**config.mk**
```make
export PLATFORM = sky130hd
export DESIGN_NAME = stream_fbw_writer
export DESIGN_NICKNAME = d
export VERILOG_FILES = /design/src/rtl/stream_fbw_pkg.sv /design/src/rtl/stream_fbw_writer.sv
export SDC_FILE = /design/constraint.sdc
export NUM_CORES = 1
export LEC_CHECK = 0
export CAP_MARGIN = 20
export CORE_UTILIZATION = 47
export DETAILED_ROUTE_END_ITERATION = 6
export GPL_TIMING_DRIVEN = 1
export PLACE_DENSITY = 0.77
export SKIP_LAST_GASP = 1
export SYNTH_ARGS = -nofsm -noshare
export SYNTH_HDL_FRONTEND = slang
export SYNTH_SLANG_ARGS = --single-unit
export TNS_END_PERCENT = 50
```
**constraint.sdc**
```tcl
create_clock -name clk -period 2.49 [get_ports clk]
set_input_delay 0.249 -clock clk [delete_from_list [all_inputs] [get_ports clk]]
set_output_delay 0.249 -clock clk [all_outputs]
set_load 0.05 [all_outputs]
```
**src/rtl/stream_fbw_pkg.sv**
```systemverilog
// Shared definitions for the byte-stream frame-buffer writer: FSM state
// encoding, statistics counter width and a saturating adder for the drop count.
package stream_fbw_pkg;

  typedef enum logic [1:0] {
    ST_IDLE  = 2'd0,
    ST_FILL  = 2'd1,
    ST_STORE = 2'd2,
    ST_FRAME = 2'd3
  } fbw_state_t;

  localparam int STAT_W = 16;

  function automatic logic [STAT_W-1:0] sat_add(input logic [STAT_W-1:0] a,
                                                input logic [STAT_W-1:0] b);
    logic [STAT_W:0] sum;
    sum = {1'b0, a} + {1'b0, b};
    return sum[STAT_W] ? {STAT_W{1'b1}} : sum[STAT_W-1:0];
  endfunction

endpackage

```
**src/rtl/stream_fbw_writer.sv**
```systemverilog
// Byte-per-pixel stream to HUB75 frame-buffer write port.
// Packs accepted bytes into rows, commits each full row with a one-cycle
// store/swap pulse, then holds a frame swap request until the driver accepts.
// A start-of-frame byte arriving mid-frame aborts the frame and restarts at
// (0,0); the bytes already written in the aborted frame count as drops.
// Optional: define STREAM_HFLIP_EN to mirror the written column address.
//
// state | meaning
// IDLE  | waiting for a start-of-frame byte, other bytes dropped
// FILL  | writing pixels of the current row
// STORE | row full, waiting for fbw_row_rdy to commit it
// FRAME | all rows committed, frame_swap held until frame_rdy
module stream_fbw_writer
  import stream_fbw_pkg::*;
#(
  parameter  int N_ROWS     = 64,
  parameter  int N_COLS     = 64,
  parameter  int BITDEPTH   = 8,
  localparam int LOG_N_ROWS = $clog2(N_ROWS),
  localparam int LOG_N_COLS = $clog2(N_COLS)
) (
  input  logic                  clk,
  input  logic                  rst_n,
  input  logic [BITDEPTH-1:0]   s_data,
  input  logic                  s_sof,
  input  logic                  s_valid,
  output logic                  s_ready,
  output logic [LOG_N_ROWS-1:0] fbw_row_addr,
  output logic [BITDEPTH-1:0]   fbw_data,
  output logic [LOG_N_COLS-1:0] fbw_col_addr,
  output logic                  fbw_wren,
  output logic                  fbw_row_store,
  input  logic                  fbw_row_rdy,
  output logic                  fbw_row_swap,
  output logic                  frame_swap,
  input  logic                  frame_rdy,
  output logic [STAT_W-1:0]     stat_frames,
  output logic [STAT_W-1:0]     stat_drops
);

  fbw_state_t              r_state;
  fbw_state_t              w_state_nxt;
  logic                    r_live;
  logic                    r_arm;
  logic [LOG_N_ROWS-1:0]   r_row;
  logic [LOG_N_COLS-1:0]   r_col;
  logic                    r_wren;
  logic [BITDEPTH-1:0]     r_wdata;
  logic [LOG_N_COLS-1:0]   r_wcol;
  logic [STAT_W-1:0]       r_frames;
  logic [STAT_W-1:0]       r_drops;

  logic                    w_ready;
  logic                    w_accept;
  logic                    w_last_col;
  logic                    w_last_row;
  logic                    w_write;
  logic                    w_restart;
  logic                    w_resync;
  logic                    w_drop_one;
  logic                    w_store;
  logic                    w_frame_done;
  logic [LOG_N_COLS-1:0]   w_col_idx;
  logic [LOG_N_COLS-1:0]   w_wcol;
  logic [STAT_W-1:0]       w_aborted;

  // r_live keeps s_ready low until the first edge after reset release
  assign w_ready    = r_live & ((r_state == ST_IDLE) | (r_state == ST_FILL));
  assign w_accept   = s_valid & w_ready;
  assign w_last_col = (r_col == LOG_N_COLS'(N_COLS - 1));
  assign w_last_row = (r_row == LOG_N_ROWS'(N_ROWS - 1));
  assign w_col_idx  = w_restart ? '0 : r_col;
  // bytes already written in the current frame, charged as drops on resync
  assign w_aborted  = STAT_W'(r_row) * STAT_W'(N_COLS) + STAT_W'(r_col);

`ifdef STREAM_HFLIP_EN
  assign w_wcol = LOG_N_COLS'(N_COLS - 1) - w_col_idx;
`else
  assign w_wcol = w_col_idx;
`endif

  // state register
  always_ff @(posedge clk or negedge rst_n) begin
    if (!rst_n) r_state <= ST_IDLE;
    else        r_state <= w_state_nxt;
  end

  // next-state decode and per-cycle control strobes
  always_comb begin
    w_state_nxt  = r_state;
    w_write      = 1'b0;
    w_restart    = 1'b0;
    w_resync     = 1'b0;
    w_drop_one   = 1'b0;
    w_store      = 1'b0;
    w_frame_done = 1'b0;
    case (r_state)
      ST_IDLE: begin
        if (w_accept) begin
          if (s_sof) begin
            w_write     = 1'b1;
            w_restart   = 1'b1;
            w_state_nxt = ST_FILL;
          end else begin
            w_drop_one  = 1'b1;
          end
        end
      end
      ST_FILL: begin
        if (w_accept) begin
          w_write = 1'b1;
          if (s_sof) begin
            w_restart = 1'b1;
            w_resync  = 1'b1;
          end else if (w_last_col) begin
            w_state_nxt = ST_STORE;
          end
        end
      end
      ST_STORE: begin
        // r_arm skips the first STORE cycle so the commit trails the last write
        if (r_arm && fbw_row_rdy) begin
          w_store     = 1'b1;
          w_state_nxt = w_last_row ? ST_FRAME : ST_FILL;
        end
      end
      ST_FRAME: begin
        if (frame_rdy) begin
          w_frame_done = 1'b1;
          w_state_nxt  = ST_IDLE;
        end
      end
      default: w_state_nxt = ST_IDLE;
    endcase
  end

  // row/column counters, registered write port and statistics
  always_ff @(posedge clk or negedge rst_n) begin
    if (!rst_n) begin
      r_live   <= 1'b0;
      r_arm    <= 1'b0;
      r_row    <= '0;
      r_col    <= '0;
      r_wren   <= 1'b0;
      r_wdata  <= '0;
      r_wcol   <= '0;
      r_frames <= '0;
      r_drops  <= '0;
    end else begin
      r_live <= 1'b1;
      r_arm  <= (r_state == ST_STORE);
      r_wren <= w_write;
      if (w_write) begin
        r_wdata <= s_data;
        r_wcol  <= w_wcol;
        if (w_restart)       r_col <= LOG_N_COLS'(1);
        else if (w_last_col) r_col <= '0;
        else                 r_col <= r_col + LOG_N_COLS'(1);
      end
      if (w_restart || w_frame_done)  r_row <= '0;
      else if (w_store && !w_last_row) r_row <= r_row + LOG_N_ROWS'(1);
      if (w_frame_done) r_frames <= r_frames + STAT_W'(1);
      if (w_drop_one)    r_drops <= sat_add(r_drops, STAT_W'(1));
      else if (w_resync) r_drops <= sat_add(r_drops, w_aborted);
    end
  end

  assign s_ready       = w_ready;
  assign fbw_row_addr  = r_row;
  assign fbw_data      = r_wdata;
  assign fbw_col_addr  = r_wcol;
  assign fbw_wren      = r_wren;
  assign fbw_row_store = w_store;
  assign fbw_row_swap  = w_store;
  assign frame_swap    = (r_state == ST_FRAME);
  assign stat_frames   = r_frames;
  assign stat_drops    = r_drops;

endmodule
```
* Word level (Yosys, flattened, before mapping)
Cells that the tools add are included.
** Storage, ports and cells
- Register bits :: 63
- Bits of input ports :: 14
- Output and inout port bits :: 57
- Word-level logic and storage cells :: 71
** Cells by class
- Add/sub/neg operators :: 6
- Eq/ne operators :: 12
- Mux-type cells :: 31
- Bitwise logic cells :: 3
- Reduce and logical (&&, ||, !) cells :: 9
** Operator list (number)
- $mux W16 :: 4
- $mux W6 :: 5
- $add A16 B1 Y17 const B :: 1
- $add A16 B13 Y17 :: 1
- $add A16 B1 Y16 const B :: 1
- $mux W2 :: 8
- $add A12 B6 Y13 :: 1
- $add A6 B1 Y6 const B :: 2
- $eq A6 B6 Y1 const B :: 2
- $mux W1 :: 12
- $ne A2 B2 Y1 const B :: 6
- $pmux W2 S4 :: 1
- $reduce_and A7 Y1 :: 1
- $eq A2 B2 Y1 const B :: 2
- $reduce_bool A2 Y1 :: 2
- $and A1 B1 Y1 :: 2
- $eq A2 B1 Y1 const B :: 1
- $logic_and A1 B1 Y1 :: 2
- $logic_not A2 Y1 :: 1
- $ne A2 B1 Y1 const B :: 1
- $pmux W1 S2 :: 1
- $reduce_or A2 Y1 :: 1
- $logic_not A1 Y1 :: 1
- $logic_or A1 B1 Y1 :: 1
- $or A1 B1 Y1 :: 1

* Longest topological paths before layout
Gate-level depths: netlist (run 1).
- Depth in word-level cells :: 8
- Mapped depth :: 9
- Depth with buffers taken out :: 8

* Worst setup path after synthesis (run 1)
No wires, ideal clock.
- Path type :: register -> register
- Start :: register r_drops[0] (netlist: stat_drops[0])
- End :: register r_drops[5] (netlist: stat_drops[5])
- Setup time :: 0.154 ns
- Arrival :: 2.464 ns
- Setup slack :: -0.129 ns
- Cell stages (with the launch flop) :: 9
- Path buffers :: 0
- Cell sequence :: dfrtp_1 -> ha_1 -> fa_1 -> nand3_1 -> nand2_1 -> a21oi_2 -> o21ai_2 -> a211oi_2 -> a22oi_1
** Between the ends
- Longest elaborated chain between the ends :: 4
- Elaborated cells between the ends (all ways) :: 6
- Those cells by class :: add/sub (2); mux (4)
** Ends and longest elaborated chain
- start, declared :: line stream_fbw_writer.sv:51 : logic [STAT_W-1:0] r_drops;
- start signal, assigned :: line stream_fbw_writer.sv:163 : if (w_drop_one) r_drops <= sat_add(r_drops, STAT_W'(1));
- start signal, assigned :: line stream_fbw_writer.sv:164 : else if (w_resync) r_drops <= sat_add(r_drops, w_aborted);
- $add A16 B13 Y17 :: line stream_fbw_pkg.sv:17 : sum = {1'b0, a} + {1'b0, b};
- $mux W16 :: line stream_fbw_pkg.sv:18 : return sum[STAT_W] ? {STAT_W{1'b1}} : sum[STAT_W-1:0];
- $mux W16 :: line stream_fbw_writer.sv:164
- $mux W16 * :: line stream_fbw_writer.sv:163
Mark *: on every way between the ends. The rest lies on a longest branch, timed or not. The select of a mux whose other input is x is not followed.
A chain may end at the register's enable or synchronous reset.

* Worst setup path in the final report (run 1)
- Start :: register r_drops[0] (netlist: stat_drops[0])
- End :: register r_drops[12] (netlist: stat_drops[12])
The elaborated chain is that of the path after synthesis.

==> results of run 1 <==
## synthesized netlist by cell type (all sizes together), types with 2 or more instances
library cell  instances  share of area, %
a22oi                 4              0.95
and2                  6               1.0
nor2                 22               2.2
nand2                77               7.9
o211ai                4              0.82
and3                 15               2.6
a211oi                3              0.75
nand3                14               1.9
o21a                  5               1.0
clkbuf               11               1.1
a22o                  2              0.48
mux2i                 4               1.1
a21oi                31               4.4
nand2b                7               1.2
nor3                  4              0.68
o41ai                 2              0.48
buf                   3              0.65
inv                   5              0.51
ha                   16               5.4
o22ai                 5              0.85
nand4                11               1.9
xor2                 15               3.6
nor2b                 4              0.68
xnor2                17               4.1
a31oi                 3              0.51
a211o                 2              0.48
nand3b                6               1.2
dfrtp                63                43
a21o                  5               1.0
a21boi                2              0.41
o21ai                26               4.0
## power groups by stage
stage	clock, mW	sequential [mW]	combinational [mW]
2_1_floorplan	0	2.14	0.928
3_3_place_gp	0	1.56	2.19
3_5_place_dp	0	1.57	2.22
4_1_cts	1.07	1.56	2.24
5_1_grt	1.11	1.60	2.41
6_report	1.04	1.56	2.24
## kinds of logic after synthesis
family | share of synthesized area [%]
compound gates | 17.3
flops | 42.9
other cells | 0.102
simple gates | 22.4
fa+ha+maj | 5.99
xor+xnor | 7.63
buf+inv | 2.28
mux | 1.40
## metrics by stage
step           power [mW]  util (%)
2_1_floorplan        3.06         -
3_3_place_gp         3.76      61.2
3_5_place_dp         3.79      61.2
4_1_cts              4.86      64.4
5_1_grt              5.12      64.6
6_report             4.84      64.6
## sequential cells by signal, indices dropped and copies added (netlist names)
signal and count:
fbw_data 8, stat_drops 16, stat_frames 16, fbw_wren 1, r_col 6, r_arm 1
r_state 2, fbw_col_addr 6, r_live 1, fbw_row_addr 6
## path summary, 6_finish.rpt
| path | endpoint | slack (ns) |
|---|---|---|
| worst min-delay path | fbw_data[6]$_DFFE_PN0P_ | 0.42 |
| worst max register to register | stat_drops[12]$_DFFE_PN0P_ | 0.10 |
| worst max-delay path | stat_drops[12]$_DFFE_PN0P_ | 0.10 |
| worst min register to register | fbw_col_addr[0]$_DFFE_PN0P_ | 0.47 |
| min in group asynchronous | stat_drops[15]$_DFFE_PN0P_ | 0.47 |
| max in group asynchronous | stat_drops[1]$_DFFE_PN0P_ | 1.39 |
## routing by layer
metal / vias to the layer above / global-route usage (%) / share of wire [%]
li1: 1608 / - / -
met1: 1589 / 31.4 / 45
met2: 102 / 36.7 / 48
met3: 15 / 4.29 / 4.7
met4: 0 / 9.01 / 1.8
met5: - / 0 / 0
## final cells by class
type	instances	area [sq um]	area share, %
clock buffers	10	138	2.88
clock inverters	6	92.6	1.94
inverters	5	18.8	0.392
multi-input cells	326	2030	42.3
flip-flops and latches	63	1580	33.0
well taps	99	124	2.59
repair buffers	81	806	16.8
## worst max-delay path: stages, from the launching register on
cell and delay (ns):
dfrtp_2 0.44, ha_1 0.24, fa_1 0.42, nand3_1 0.10, nand2_1 0.11, a21oi_2 0.20, o21ai_2 0.16, o211ai_1 0.23
mux2_2 0.35
## timing repair
action / CTS / global route
setup buffers: 0 / 1
hold buffers: 1 / 0
hold endpoints to repair: 27 / 0
endpoints found under the setup margin: 0 / 12
resized for setup: 0 / 2
==> impl_metrics.tcl, run 1 <==
set metrics [dict create \
    end_kind "flip-flop" \
    max_slew_margin_pct 55.3 \
    status "complete, no violations" \
    cts.sinks 63 \
    vdd_drop_max_mv 0.689 \
    crit_path_start_kind "flip-flop" \
    cts-root-buf "clkbuf_8" \
    p_leak_nw 2.10 \
    portBuffers 70 \
    final_cells 590 \
    coreArea_sq_um 7410 \
    diodes 0 \
    wl_um 8860 \
    grtUsageTotal_pct 23.1 \
    vias_per_cell 5.62 \
    wl_per_cell_um 15.0 \
    cts_tree "yes" \
    die_w_um 90.4 \
    grt_pass1_vias 3110 \
    area.growth.synth_to_final_pct 30.2 \
    pre_cts_slack_ns 0.0551 \
    rr_startpoint "stat_drops[0]$_DFFE_PN0P_" \
    grt_first_pass_wirelength_um 15100 \
    maxCapViolCount 0 \
    setup_ws_ns 0.105 \
    die_area_sq_um 8170 \
    final-max-slew-violation-count 0 \
    p_int_mw 2.68 \
    synth.net_count 439 \
    whs_ns 0.424 \
    critPathRequiredTime_ns 2.73 \
    hp-class "primary input to flip-flop" \
    reg2reg_depth 8 \
    fillers 601 \
    timing.setup.tns_ns 0 \
    crit_fanout 8 \
    finalCritPeriodShare_pct 95.8 \
    drtPass1Iterations 5 \
    hp-start "s_data[6]" \
    ys_ff_latch 63 \
    start_util_pct 49.6 \
    grt_max_degree 37 \
    worst_clock_skew_ns 0.00895 \
    dpl.cell_count 572 \
    fin_nets 517 \
    dp_hpwl_um 6350 \
    drive_gt1_share_pct 8.35 \
    die-height_um 90.4 \
    layout_common_cells "nand2_1 (77), clkdlybuf4s50_1 (69), dfrtp_1 (60)" \
    cp.arrival_ns 2.62 \
    synth.yosys.seq_area_share_pct 42.9 \
    yosys_warnings 0 \
    num_vias 3314 \
    seq_power_share_pct 32.2 \
    startpoint "stat_drops[0]$_DFFE_PN0P_" \
    avgSynthCellArea_sq_um 9.00 \
    drc 0 \
    clk_path_buf_depth 2 \
    detail-route-antenna-nets 0 \
    synthesis.area_sq_um 3670 \
    critical_path_class "flip-flop to flip-flop" \
    syn-instance-count 408 \
    finalSetupViolCount 0 \
    design_area_sq_um 4780 \
    p_sw_share_pct 44.6 \
    finalCriticalPeriod_ns 2.39 \
    clockPowerShare_pct 21.5 \
    dr.first_iter.drc_count 222 \
    num_io_pins 71 \
    hold_viol 0 \
    gr-total-overflow 0 \
    fmax_mhz 419 \
    clkLatencyLatePin_ns 0.35 \
    power.switching_mw 2.16 \
    grt_antenna_before_repair 0 \
    worstMarginPinSlew_ns 0.670 \
    rsz0062_at_grt "true" \
    min_path_cells 3 \
    htreeDepth 3 \
    synthArstFlopShare_pct 100 \
    p_comb_share_pct 46.3 \
    placed_cell_area_sq_um 4530 \
    synth_ff_type "dfrtp_1" \
    std_cell_rows 31 \
    cts.clk_slew.worst_paths_ns 0.08 \
    synth_cell_types 55 \
    synth-edff-count 0 \
    layout_commonest_cell "nand2_1" \
    numCtsBuffers 9 \
    finalWeightedCongestion 0.866 \
    powerDensity_nw_per_um2 1010 \
]
(Power assumes the default switching activity.)
==> run 2, diff against run 1 <==
- MAX_ROUTING_LAYER: unset -> met4
- SETUP_SLACK_MARGIN: unset -> 0.2
==> impl_metrics.tcl, run 2 (synthesis gave the netlist of run 1 again) <==
set metrics [dict create \
    status "complete, no violations" \
    hold_viol 0 \
    worst_clock_skew_ns 0.0109 \
    area.growth.synth_to_final_pct 33.6 \
    cts.sinks 63 \
    max_slew_margin_pct 57.0 \
    dr.first_iter.drc_count 182 \
    die-height_um 90.4 \
    finalSetupViolCount 0 \
    p_leak_nw 2.17 \
    rr_startpoint "r_col[1]$_DFFE_PN0P_" \
    seq_power_share_pct 31.7 \
    cts_tree "yes" \
    timing.setup.tns_ns 0 \
    whs_endpoint "fbw_data[2]$_DFFE_PN0P_" \
    clockPowerShare_pct 22.0 \
    coreArea_sq_um 7410 \
    r2r-end "stat_drops[11]$_DFFE_PN0P_" \
    dp_hpwl_um 6390 \
    p_int_mw 2.86 \
    grtUsageTotal_pct 23.9 \
    num_io_pins 71 \
    cts.clk_slew.worst_paths_ns 0.07 \
    die_w_um 90.4 \
    grt_first_pass_wirelength_um 15400 \
    power.switching_mw 2.16 \
    drtPass1Iterations 4 \
    cts-root-buf "clkbuf_8" \
    std_cell_rows 31 \
    layout_commonest_cell "nand2_1" \
    critical_path_class "flip-flop to flip-flop" \
    drc 0 \
    gr-total-overflow 0 \
    crit_fanout 6 \
    powerDensity_nw_per_um2 1020 \
    hp-start "s_data[2]" \
    die_area_sq_um 8170 \
    detail-route-antenna-nets 0 \
    cp.arrival_ns 2.53 \
    min_path_cells 3 \
    grt_antenna_before_repair 0 \
    reg2reg_depth 7 \
    p_comb_share_pct 46.3 \
    rsz0062_at_grt "true" \
    diodes 0 \
    finalCriticalPeriod_ns 2.30 \
    portBuffers 70 \
    end_kind "flip-flop" \
    finalCritPeriodShare_pct 92.2 \
    final-max-slew-violation-count 0 \
    p_sw_share_pct 43.0 \
    wl_um 8920 \
    vias_per_cell 5.56 \
    hp-class "primary input to flip-flop" \
    finalWeightedCongestion 0.893 \
    fin_nets 522 \
    worstMarginPinSlew_ns 0.645 \
    wl_per_cell_um 15.0 \
    vdd_drop_max_mv 0.887 \
    layout_common_cells "nand2_1 (76), clkdlybuf4s50_1 (67), dfrtp_1 (58)" \
    rrSetupSlack_ns 0.19 \
    fin_total_pwr_mw 5.02 \
    drive_gt1_share_pct 10.5 \
    clkLatencyLatePin_ns 0.34 \
    clk_path_buf_depth 2 \
    numCtsBuffers 9 \
    fmax_mhz 436 \
    htreeDepth 3 \
    grt_pass1_vias 3165 \
    grt_max_degree 39 \
    start_util_pct 49.6 \
    critPathRequiredTime_ns 2.72 \
    num_vias 3304 \
    maxCapViolCount 0 \
    crit_path_start_kind "flip-flop" \
]
==> run 2: cell types whose count changed in the layout (fill, tap and decap cells not counted), sizes merged, moves of 2 or more <==
cell / previous run / this run
buf: 11 / 16
clkbuf: 10 / 12
clkdlybuf4s50: 69 / 67
clkinvlp: 2 / 0
==> run 2: critical path, cell delays in order, from the launching register on <==
cell	delay [ns]
dfrtp_1	0.46
ha_1	0.32
a211oi_1	0.35
o21ai_0	0.30
a21oi_1	0.31
o21ai_0	0.15
xnor2_1	0.20
a21oi_1	0.09
==> run 2: final cells by class <==
cell class	instances	area [sq um]
inverters	5	18.8
well taps	99	124
repair buffers	86	848
multi-input cells	326	2090
clock inverters	3	90.1
flip-flops and latches	63	1590
fillers	590	2500
clock buffers	12	155
==> run 2: worst max-delay path by stage <==
stage,from,endpoint,slack [ns]
CTS,r_state[0]$_DFFE_PN0P_,fbw_row_swap,0.11
global placement,stat_drops[0]$_DFFE_PN0P_,stat_drops[5]$_DFFE_PN0P_,0.13
global route,stat_drops[0]$_DFFE_PN0P_,stat_drops[12]$_DFFE_PN0P_,0.12
finish,r_col[1]$_DFFE_PN0P_,stat_drops[11]$_DFFE_PN0P_,0.19
detailed placement,stat_drops[0]$_DFFE_PN0P_,stat_drops[5]$_DFFE_PN0P_,0.07
floorplan,stat_drops[1]$_DFFE_PN0P_,stat_drops[6]$_DFFE_PN0P_,0.18
==> run 2: metrics by stage <==
step | std cells | worst slack [ns] | utilization, % | hold WS (ns) | cell area [sq um]
after global placement | 570 | 0.133 | 61.4 | 0.308 | 4550
after detailed placement | 570 | 0.0652 | 61.4 | 0.314 | 4550
after CTS | 589 | 0.109 | 65.2 | 0.430 | 4830
after global routing | 594 | 0.121 | 66.3 | 0.436 | 4910
final | 594 | 0.194 | 66.3 | 0.435 | 4910
after floorplan | 408 | 0.183 | - | -0.0466 | 3730
==> run 2: power groups by stage <==
stage	clock network, mW	logic (mW)	registers [mW]
finish	1.10	2.32	1.59
global route	1.16	2.50	1.64
CTS	1.12	2.26	1.59
detailed placement	0	2.23	1.61
global placement	0	2.20	1.60
floorplan	0	0.957	2.16
==> run 2: metal layers <==
metal / GRT usage [%] / up-vias / wire (um)
met2: 37.4 / 85 / 4320
met5: - / - / 0
met3: 2.86 / 10 / 307
met1: 32.3 / 1594 / 4200
met4: 7.93 / 0 / 93
li1: - / 1615 / -
==> run 2: what timing repair did <==
action	CTS	global route
buffers inserted	3	5
resized for setup	3	6
gates cloned	0	0
endpoints found under the hold margin	25	0
hold buffers	1	0
endpoints found under the setup margin	15	17
pin swaps	2	4
==> run 3, diff against run 2 <==
- CORE_ASPECT_RATIO: unset -> 2
==> impl_metrics.tcl, run 3 (synthesis gave the netlist of run 1 again) <==
set metrics [dict create \
    die_area_sq_um 8200 \
    drive_gt1_share_pct 12.9 \
    worst_clock_skew_ns 0.00538 \
    num_vias 3433 \
    layout_commonest_cell "nand2_1" \
    numCtsBuffers 9 \
    start_util_pct 48.3 \
    whs_ns 0.378 \
    cts.clk_slew.worst_paths_ns 0.05 \
    finalCriticalPeriod_ns 2.31 \
    dp_hpwl_um 7160 \
    clkLatencyLatePin_ns 0.33 \
    critical_path_class "flip-flop to flip-flop" \
    register_area_sq_um 1590 \
    grtUsageTotal_pct 25.8 \
    status "complete, no violations" \
    powerDensity_nw_per_um2 1040 \
    cp_slowest_cell "dfrtp_4" \
    std_cell_rows 45 \
    wl_per_cell_um 16.3 \
    p_leak_nw 2.19 \
    final-max-slew-violation-count 0 \
    cts.sinks 63 \
    vias_per_cell 5.76 \
    finalSetupViolCount 0 \
    multi_input_area_sq_um 2110 \
    clk_path_buf_depth 2 \
    diodes 0 \
    layout_common_cells "nand2_1 (76), clkdlybuf4s50_1 (67), dfrtp_1 (58)" \
    grt_pass1_vias 3352 \
    design_area_sq_um 4990 \
    max_stage_delay_ns 0.51 \
    grt_max_degree 29 \
    area.growth.synth_to_final_pct 35.8 \
    drc 0 \
    coreArea_sq_um 7600 \
    fmax_mhz 433 \
    cp_cell_sequence "ha_4 > fa_2 > nand3_2 > nand2_4 > a21oi_4 > o21ai_4 > o211ai_1 > mux2_4" \
    cts-root-buf "clkbuf_16" \
    die_w_um 64.5 \
    fillers 622 \
    hold_viol 0 \
    end_kind "flip-flop" \
    worstMarginPinSlew_ns 0.529 \
    portBuffers 70 \
    max_slew_margin_pct 64.6 \
    fin_nets 528 \
    placed_cell_area_sq_um 4570 \
    grt_antenna_before_repair 0 \
    maxCapViolCount 0 \
    grt_first_pass_wirelength_um 15600 \
    crit_fanout 8 \
    vdd_drop_max_mv 1.05 \
    num_io_pins 71 \
    wl_um 9720 \
    finalWeightedCongestion 0.936 \
    cts_tree "yes" \
    timing.setup.tns_ns 0 \
    detail-route-antenna-nets 0 \
    hp-class "primary input to asynchronous set/reset pin" \
    drtPass1Iterations 6 \
    critPathRequiredTime_ns 2.71 \
    htreeDepth 3 \
    finalCritPeriodShare_pct 92.8 \
    rsz0062_at_grt "true" \
    crit_path_start_kind "flip-flop" \
    die-height_um 127 \
    gr-total-overflow 0 \
    fin_util_pct 65.6 \
    dr.first_iter.drc_count 205 \
    cp.arrival_ns 2.53 \
]
==> run 3: cell count changes in the layout (fill, tap and decap cells not counted), sizes merged, moves of 2 or more <==
cell and change:
buf +6, clkinv +5, bufinv -3, clkbuf -2
==> run 3: path summary, 6_finish.rpt <==
check	start	end	slack, ns	depth (start not counted)
min in group clk	s_data[1]	fbw_data[1]$_DFFE_PN0P_	0.45	3
max in group asynchronous	rst_n	fbw_data[6]$_DFFE_PN0P_	1.41	3
worst max-delay path	stat_drops[0]$_DFFE_PN0P_	stat_drops[12]$_DFFE_PN0P_	0.18	8
worst min register to register	stat_frames[15]$_DFFE_PN0P_	stat_frames[15]$_DFFE_PN0P_	0.47	1
worst min-delay path	rst_n	stat_frames[2]$_DFFE_PN0P_	0.38	2
worst max register to register	stat_drops[0]$_DFFE_PN0P_	stat_drops[12]$_DFFE_PN0P_	0.18	8
==> run 3: where the power goes <==
group	internal, mW	switching [mW]
sequential	1.26	0.327
combinational	0.955	1.50
clock	0.693	0.452
==> run 3: repair_timing <==
item	in CTS	in global routing
hold buffers	1	0
endpoints found under the setup margin	14	13
gates resized for setup	4	16
buffers inserted	1	8
pin swaps	1	10
endpoints found under the hold margin	15	0
==> run 3: area by class of cell <==
| cell class | instances | area share [%] |
|---|---|---|
| multi-input cells | 326 | 42.3 |
| clock buffers | 10 | 4.79 |
| inverters | 5 | 0.376 |
| flip-flops and latches | 63 | 31.8 |
| well taps | 94 | 2.36 |
| clock inverters | 6 | 0.728 |
| repair buffers | 92 | 17.7 |
==> run 3: critical path, delay by kind of cell (launching register included) <==
family / cells / cell delay (ns)
compound gates: 3 / 0.58
flops: 1 / 0.51
fa+ha+maj: 2 / 0.59
simple gates: 2 / 0.18
mux: 1 / 0.32
==> run 3: metal layers <==
metal	part of all wire [%]	vias up	track usage (%)
met5	0	-	-
met4	3.9	0	13.7
met3	3.4	39	5.45
met2	55	112	45.3
met1	37	1662	26.1
li1	-	1620	-
==> run 3: stage by stage <==
step	power [mW]	std cells	worst slack [ns]
finish	5.19	596	0.180
global route	5.46	596	0.143
global placement	3.82	570	0.170
CTS	5.05	588	0.160
detailed placement	3.88	570	0.117
floorplan	3.11	408	0.183
